$ cat src/rtl/clk_div_multi.sv
// Multi-channel programmable clock divider: per-channel period/high-time counters with
// shadowed configuration that takes effect only at a period boundary or while disabled.
module clk_div_multi #(
  parameter int CHANNELS       = 4,
  parameter int NBITS          = 16,
  parameter int SELW           = 2,
  parameter int DEFAULT_PERIOD = 2,
  parameter int DEFAULT_HIGH   = 1
) (
  input  logic                clk_in,
  input  logic                reset,
  input  logic [CHANNELS-1:0] en,
  input  logic                cfg_wr,
  input  logic [SELW-1:0]     cfg_sel,
  input  logic [NBITS-1:0]    cfg_period,
  input  logic [NBITS-1:0]    cfg_high,
  output logic [CHANNELS-1:0] clk_out,
  output logic [CHANNELS-1:0] tick,
  output logic [CHANNELS-1:0] pending
);

  function automatic logic [NBITS-1:0] clamp_period(input logic [NBITS-1:0] p);
    return (p < NBITS'(2)) ? NBITS'(2) : p;
  endfunction

  function automatic logic [NBITS-1:0] clamp_high(input logic [NBITS-1:0] h,
                                                  input logic [NBITS-1:0] p);
    logic [NBITS-1:0] pe;
    pe = clamp_period(p);
    return (h > pe) ? pe : h;
  endfunction

  localparam logic [NBITS-1:0] DEF_P = clamp_period(NBITS'(DEFAULT_PERIOD));
  localparam logic [NBITS-1:0] DEF_H = clamp_high(NBITS'(DEFAULT_HIGH), NBITS'(DEFAULT_PERIOD));

  logic [NBITS-1:0] p_act [CHANNELS];
  logic [NBITS-1:0] h_act [CHANNELS];
  logic [NBITS-1:0] p_sh  [CHANNELS];
  logic [NBITS-1:0] h_sh  [CHANNELS];
  logic [NBITS-1:0] cnt   [CHANNELS];

  logic [CHANNELS-1:0] wr_hit;
  logic [CHANNELS-1:0] boundary;
  logic [CHANNELS-1:0] apply;
  logic [NBITS-1:0]    p_new [CHANNELS];
  logic [NBITS-1:0]    h_new [CHANNELS];

  // Stage p0: decode write target, detect boundaries, select settings for the next period
  always_comb begin
    wr_hit   = '0;
    boundary = '0;
    apply    = '0;
    for (int i = 0; i < CHANNELS; i++) begin
      p_new[i]    = p_act[i];
      h_new[i]    = h_act[i];
      wr_hit[i]   = cfg_wr && (cfg_sel == SELW'(i));
      boundary[i] = en[i] && (cnt[i] == p_act[i] - NBITS'(1));
      // A write landing on this edge wins over applying the older shadow contents
      apply[i]    = pending[i] && !wr_hit[i] && (boundary[i] || !en[i]);
      if (apply[i]) begin
        p_new[i] = clamp_period(p_sh[i]);
        h_new[i] = clamp_high(h_sh[i], p_sh[i]);
      end
    end
  end

  // Stage p1: registered counters, active/shadow settings and outputs
  always_ff @(posedge clk_in or negedge reset) begin
    if (!reset) begin
      for (int i = 0; i < CHANNELS; i++) begin
        p_act[i]   <= DEF_P;
        h_act[i]   <= DEF_H;
        p_sh[i]    <= DEF_P;
        h_sh[i]    <= DEF_H;
        cnt[i]     <= DEF_P - NBITS'(1);
        clk_out[i] <= 1'b0;
        tick[i]    <= 1'b0;
        pending[i] <= 1'b0;
      end
    end else begin
      for (int i = 0; i < CHANNELS; i++) begin
        p_act[i] <= p_new[i];
        h_act[i] <= h_new[i];
        if (wr_hit[i]) begin
          p_sh[i]    <= cfg_period;
          h_sh[i]    <= cfg_high;
          pending[i] <= 1'b1;
        end else if (apply[i]) begin
          pending[i] <= 1'b0;
        end
        if (!en[i]) begin
          // Parking at P-1 makes the first enabled edge a boundary
          cnt[i]     <= p_new[i] - NBITS'(1);
          clk_out[i] <= 1'b0;
          tick[i]    <= 1'b0;
        end else if (boundary[i]) begin
          cnt[i]     <= '0;
          clk_out[i] <= (h_new[i] != '0);
          tick[i]    <= 1'b1;
        end else begin
          cnt[i]     <= cnt[i] + NBITS'(1);
          clk_out[i] <= ((cnt[i] + NBITS'(1)) < h_act[i]);
          tick[i]    <= 1'b0;
        end
      end
    end
  end

endmodule

$ cat config.mk
export PLATFORM = sky130hd
export DESIGN_NAME = clk_div_multi
export DESIGN_NICKNAME = d
export VERILOG_FILES = /design/src/rtl/clk_div_multi.sv
export SDC_FILE = /design/constraint.sdc
export NUM_CORES = 1
export LEC_CHECK = 0
export BUFFER_PORTS_ARGS = -buffer_cell sky130_fd_sc_hd__clkbuf_2
export CORE_MARGIN = 3
export CORE_UTILIZATION = 35
export DETAILED_ROUTE_END_ITERATION = 7
export GPL_TIMING_DRIVEN = 0
export PLACE_DENSITY = 0.56
export SLEW_MARGIN = 25
export SYNTH_ARGS = -nofsm -noshare
export SYNTH_HDL_FRONTEND = slang
export SYNTH_SLANG_ARGS = --single-unit
$ cat constraint.sdc
create_clock -name clk_in -period 8.3 [get_ports clk_in]
set_input_delay 0.415 -clock clk_in [delete_from_list [all_inputs] [get_ports clk_in]]
set_output_delay 0.415 -clock clk_in [all_outputs]
set_load 0.005 [all_outputs]
# == Word level (Yosys, flattened, before mapping) ==
# Index checks and enable logic that the tools add are counted.
# classes
magnitude_cmp,12
shift,0
n_addsub,12
bitwise,0
muxes,48
div,0
n_reduce_logical,37
eq_ne,7
mul,0
# op_table
op,n
two-way mux 16 bit,24
subtractor 16 x 1 -> 16 bit (second input constant),8
adder 16 x 1 -> 16 bit (second input constant),4
== test 16 bit,4
> comparator 16 bit,4
less-than comparator 16 bit,4
less-than comparator 16 x 2 -> 1 bit (second input constant),4
nonzero test 16 bit,4
two-way mux 1 bit,24
logical AND 1 bit,16
zero test 1 bit,8
nonzero test 2 bit,4
== test 2 bit (second input constant),2
logical OR 1 bit,4
== test 2 x 1 -> 1 bit (second input constant),1
zero test 2 bit,1
# word_totals
ff_bits,332
latchBits,0
ram_bits,0
n_memories,0
in_bits,41
wordCells,142
romBits,0

# == Depth between registers and ports, before layout ==
# logic_depth
ltp_word,9
mapped_depth,21
ltp_nobuf,17

# == Least setup slack after synthesis ==
# No wires, ideal clock.
# synth_path
kind,flip-flop to flip-flop
from,register p_act[24] (netlist name)
to,register cnt[30] (netlist name)
arrival_ns,4.356
path_buffers,4
path_stages_with_launch,20
setup_slack_ns,3.826
setup_time_ns,0.118
period_less_slack_ns,4.474
path_cell_list,dfrtp_1 buf_6 or4_4 or4_4 nor2_1 o21ai_0 or4_4 o31ai_2 nand3_2 buf_6 clkbuf_1 nand2_1 o21a_1 ha_1 clkbuf_1 nand2_1 nor4_1 mux2i_1 xnor2_1 a21o_1
# synth_via
elab_chain_len,8
elab_cells_between_ends,9
classes_between,add/sub: 2; eq/ne: 1; mux: 3; reduce/logical: 3
# synth_rtl
item,line_no,text
from (decl),36,logic [NBITS-1:0] p_act [CHANNELS];
"from (signal, indexed assignment)",82,p_act[i] <= p_new[i];
subtractor 16 x 1 -> 16 bit,57,boundary[i] = en[i] && (cnt[i] == p_act[i] - NBITS'(1));
== test 16 bit,57,
logical AND 1 bit,57,
logical OR 1 bit,59,apply[i] = pending[i] && !wr_hit[i] && (boundary[i] || !en[i]);
logical AND 1 bit,59,
two-way mux 16 bit,60,if (apply[i]) begin
subtractor 16 x 1 -> 16 bit,93,cnt[i] <= p_new[i] - NBITS'(1);
two-way mux 16 bit *,91,if (!en[i]) begin
"to (signal, indexed assignment)",75,cnt[i] <= DEF_P - NBITS'(1);
"to (signal, indexed assignment)",93,
"to (signal, indexed assignment)",101,cnt[i] <= cnt[i] + NBITS'(1);
to (decl),40,logic [NBITS-1:0] cnt [CHANNELS];
# Mark *: on every way between the ends. The rest lies on a longest branch, timed or not.
# A chain may end at the register's enable or synchronous reset.

# == Worst setup path after layout ==
# layout_path
from,register p_act[2] (netlist name)
to,register cnt[14] (netlist name)
# The elaborated chain is that of the path after synthesis.

==> out/metrics.cfg <==
[routing]
firstDrtPassIters=5
drc=0
routed_via_density=5.54
first_iter_violations=1090
ant_nets=0
wl_per_cell_um=20.7
drt-met1-wl_um=31200
top_layer=met4
wl_met2_um=30300
wl_met3_um=3080
dr_total_vias=17700
wl_um=66000

[pwr]
ir_drop_mv=0.185
p_leak_nw=10.5
powerDensity_mw_per_mm2=323
cell_internal_pwr_mw=4.66
p_seq_frac=0.357
p_clk_frac=0.244
p_switching_mw=3.13
power_frac_comb=0.399
p_sw_frac=0.402

[synth]
avgSynthCellArea_sq_um=9.30
netlist-cell-type-count=85
yosys.cell_count.top_type=dfrtp_1
synth_nets=2468
synth_top_area_cell=dfrtp_1
async_flop_share=1.00
synth_warnings=0
synth_seq_area_share=0.391
synth_flop_cell=dfrtp_1
netlist_instances=2291
yosys_register_bits=332
netlist_top_cells_count=dfrtp_1 (312), nand2_1 (179), inv_1 (167), nor2_1 (167), mux2_2 (146)
yosys-top-cells-area=dfrtp_1 (37%), ha_1 (8.0%), mux2_2 (7.7%), xnor2_1 (5.6%), nand2_1 (3.2%)
syn_area_sq_mm=0.0213
synth_top_area_share=0.366
synth-edff-count=0

[placed_design]
gp_congestion=0.935
postPlaceCellArea_sq_mm=0.0226
dpl.cell_count=3119
io_buffers=51
dp_hpwl_um=51200

[grt]
grt_pass1_wl_um=103000
track_usage=0.206
grt_start_max_net_pins=84
grt_pass1_vias=17800
grt-ovfl-total=0
antenna_found_initial=0

[timing]
layout_worst_path_cycle_share=0.697
setup_viol=0
drv_slew=0
whs_ns=0.175
max_freq_mhz=173
rsz0062_at_grt=no
relSlewSlack=0.324
fin_setup_tns_ns=0
period_needed_ns=5.79
hold_violations=0
tightest_slew_ns=0.988
fin_worst_skew_ns=0.0291

[clock_tree]
clkLatencyLatePin_ns=0.58
cts_tree=built
cts.sinks=332
cts_buffer_depth=3
clockRootBuffer=clkbuf_16
path_clk_slew_ns=0.06
cts_made_buffers=41
htree_levels=2
post_cts_buffers=0

[worst_setup_path]
crit_slowest_cell=a2111oi_0
cp-start-kind=register
path_max_fanout=10
critical_path_class=reg2reg
worstPathCellList=clkbuf_1 -> or3_1 -> clkbuf_1 -> nor3b_1 -> xnor2_1 -> a2111oi_0 -> o211ai_1 -> or3_1 -> buf_2 -> a21oi_4 -> buf_4 -> mux2i_1 -> ha_1 -> clkbuf_1 -> inv_1 -> nor4_1 -> mux2i_1 -> xnor2_1 -> a21bo_2
cpMostUsedCell=clkbuf_1
required_ns=8.77
critPathArrivalTime_ns=6.26
critPathMaxStageDelay_ns=0.59
critPathCaptureType=register

[hold_path]
worstHoldPathType=in2reg

[floorplan]
die-area_sq_mm=0.0639
die_width_um=253
start_util=0.358
io_pins=53
dieHeight_um=253
rows=89
coreArea_sq_mm=0.0596

[run]
cap_violations=0

[cells_and_area]
design_area_sq_mm=0.0241
area_delta_synth_final_pct=13.1
diodes=0
nFillCells=5896
final_nets=2567
fin_cells=3196
layout-drive-gt1-share=0.145

[outcome]
outcome=complete, no violations

[timing repair]
action / CTS / global route
hold buffers: 1 / 0
endpoints found under the hold margin: 51 / 0
gates resized for setup: 0 / 0
[sequential cells by signal (all words and copies together) (netlist names)]
signal and flops:
clk_out 4, tick 4, cnt 64, pending 4, p_act 64, h_sh 64
p_sh 64, h_act 64
[stage by stage]
step	utilization	setup slack, ns	power [mW]
floorplan	-	3.83	4.88
global placement	0.378	-0.596	5.78
detailed placement	0.380	2.60	5.86
CTS	0.404	2.58	7.80
global route	0.404	1.97	8.34
finish	0.404	2.51	7.79
[per-layer routing]
metal	vias up	track usage
li1	8329	-
met1	8802	0.294
met2	475	0.333
met3	97	0.0237
met4	0	0.0562
met5	-	0
[final cells by class]
cell class / count / area [sq um] / area share
plain buffers: 102 / 472 / 0.0196
clock buffers: 55 / 1170 / 0.0486
clock inverters: 21 / 255 / 0.0106
inverters: 167 / 627 / 0.0260
multi-input cells: 1690 / 11900 / 0.493
flip-flops and latches: 332 / 8330 / 0.346
well taps: 773 / 967 / 0.0401
repair buffers: 56 / 384 / 0.0159
[layout by cell type (no fill, tap or decap), types with 8 or more instances in the layout]
cell type  netlist  routed
nor2_1         167     167
nand2b_1        17      17
clkinv_2         0       8
a21oi_1        131     131
or3_1           14      14
nand3_1        100     100
nor2b_1         12      12
dfrtp_1        312     312
and3_1          18      18
or4_1           18      18
nor4_1          64      63
a21o_1          30      30
inv_1          167     167
mux2_2         146     146
clkbuf_1        69      76
nand2_1        179     179
xnor2_1        136     136
a31oi_1         11      11
nand4_1         38      38
o21ai_0        132     132
nor3_1          52      52
mux2i_1         59      59
o21ai_1         12      12
clkbuf_16        0      43
o211ai_1        11      11
o21a_1          24      24
buf_2           23      23
o22ai_1         10      10
and2_1           8       8
xor2_1          49      49
clkbuf_2         0      50
dfstp_2         20      20
ha_1           136     136
[worst max-delay path, delay by kind of cell (launching register included)]
family	cells	cell delay, ns
AOI/OAI and AO/OA	4	1.51
buffers and inverters	6	1.43
and+or+nand+nor	4	1.34
muxes	2	0.56
DFF	1	0.35
xor gates and xnor gates	2	0.27
adders and majority gates	1	0.22
[power groups by stage]
stage               registers, mW  clock network [mW]  logic (mW)
CTS                          2.77                1.94        3.09
floorplan                    2.54                   0        2.33
global route                 2.85                2.01        3.49
finish                       2.78                1.90        3.10
global placement             2.78                   0        3.00
detailed placement           2.79                   0        3.07
[kinds of logic (layout without fill, tap and decap cells)]
logic type,after synthesis,after routing,share of synthesized area
fa+ha+maj,136,136,0.0799
flops,332,332,0.391
mux,208,208,0.107
buf+inv,269,401,0.0516
xor+xnor,185,185,0.0760
compound gates,431,431,0.123
simple gates,730,730,0.171
[final timing paths]
check | startpoint | to | slack, ns | cells after the start
min | cfg_high[7] | h_sh[55] | 0.17 | 3
min reg2reg | h_act[16] | h_act[16] | 0.51 | 2
max | p_act[2] | cnt[14] | 2.51 | 19
max in group asynchronous | reset | p_act[49] | 6.33 | 5
min in group asynchronous | reset | cnt[41] | 0.41 | 2
max reg2reg | p_act[2] | cnt[14] | 2.51 | 19
No activity file was read; power rests on OpenSTA's default activity.
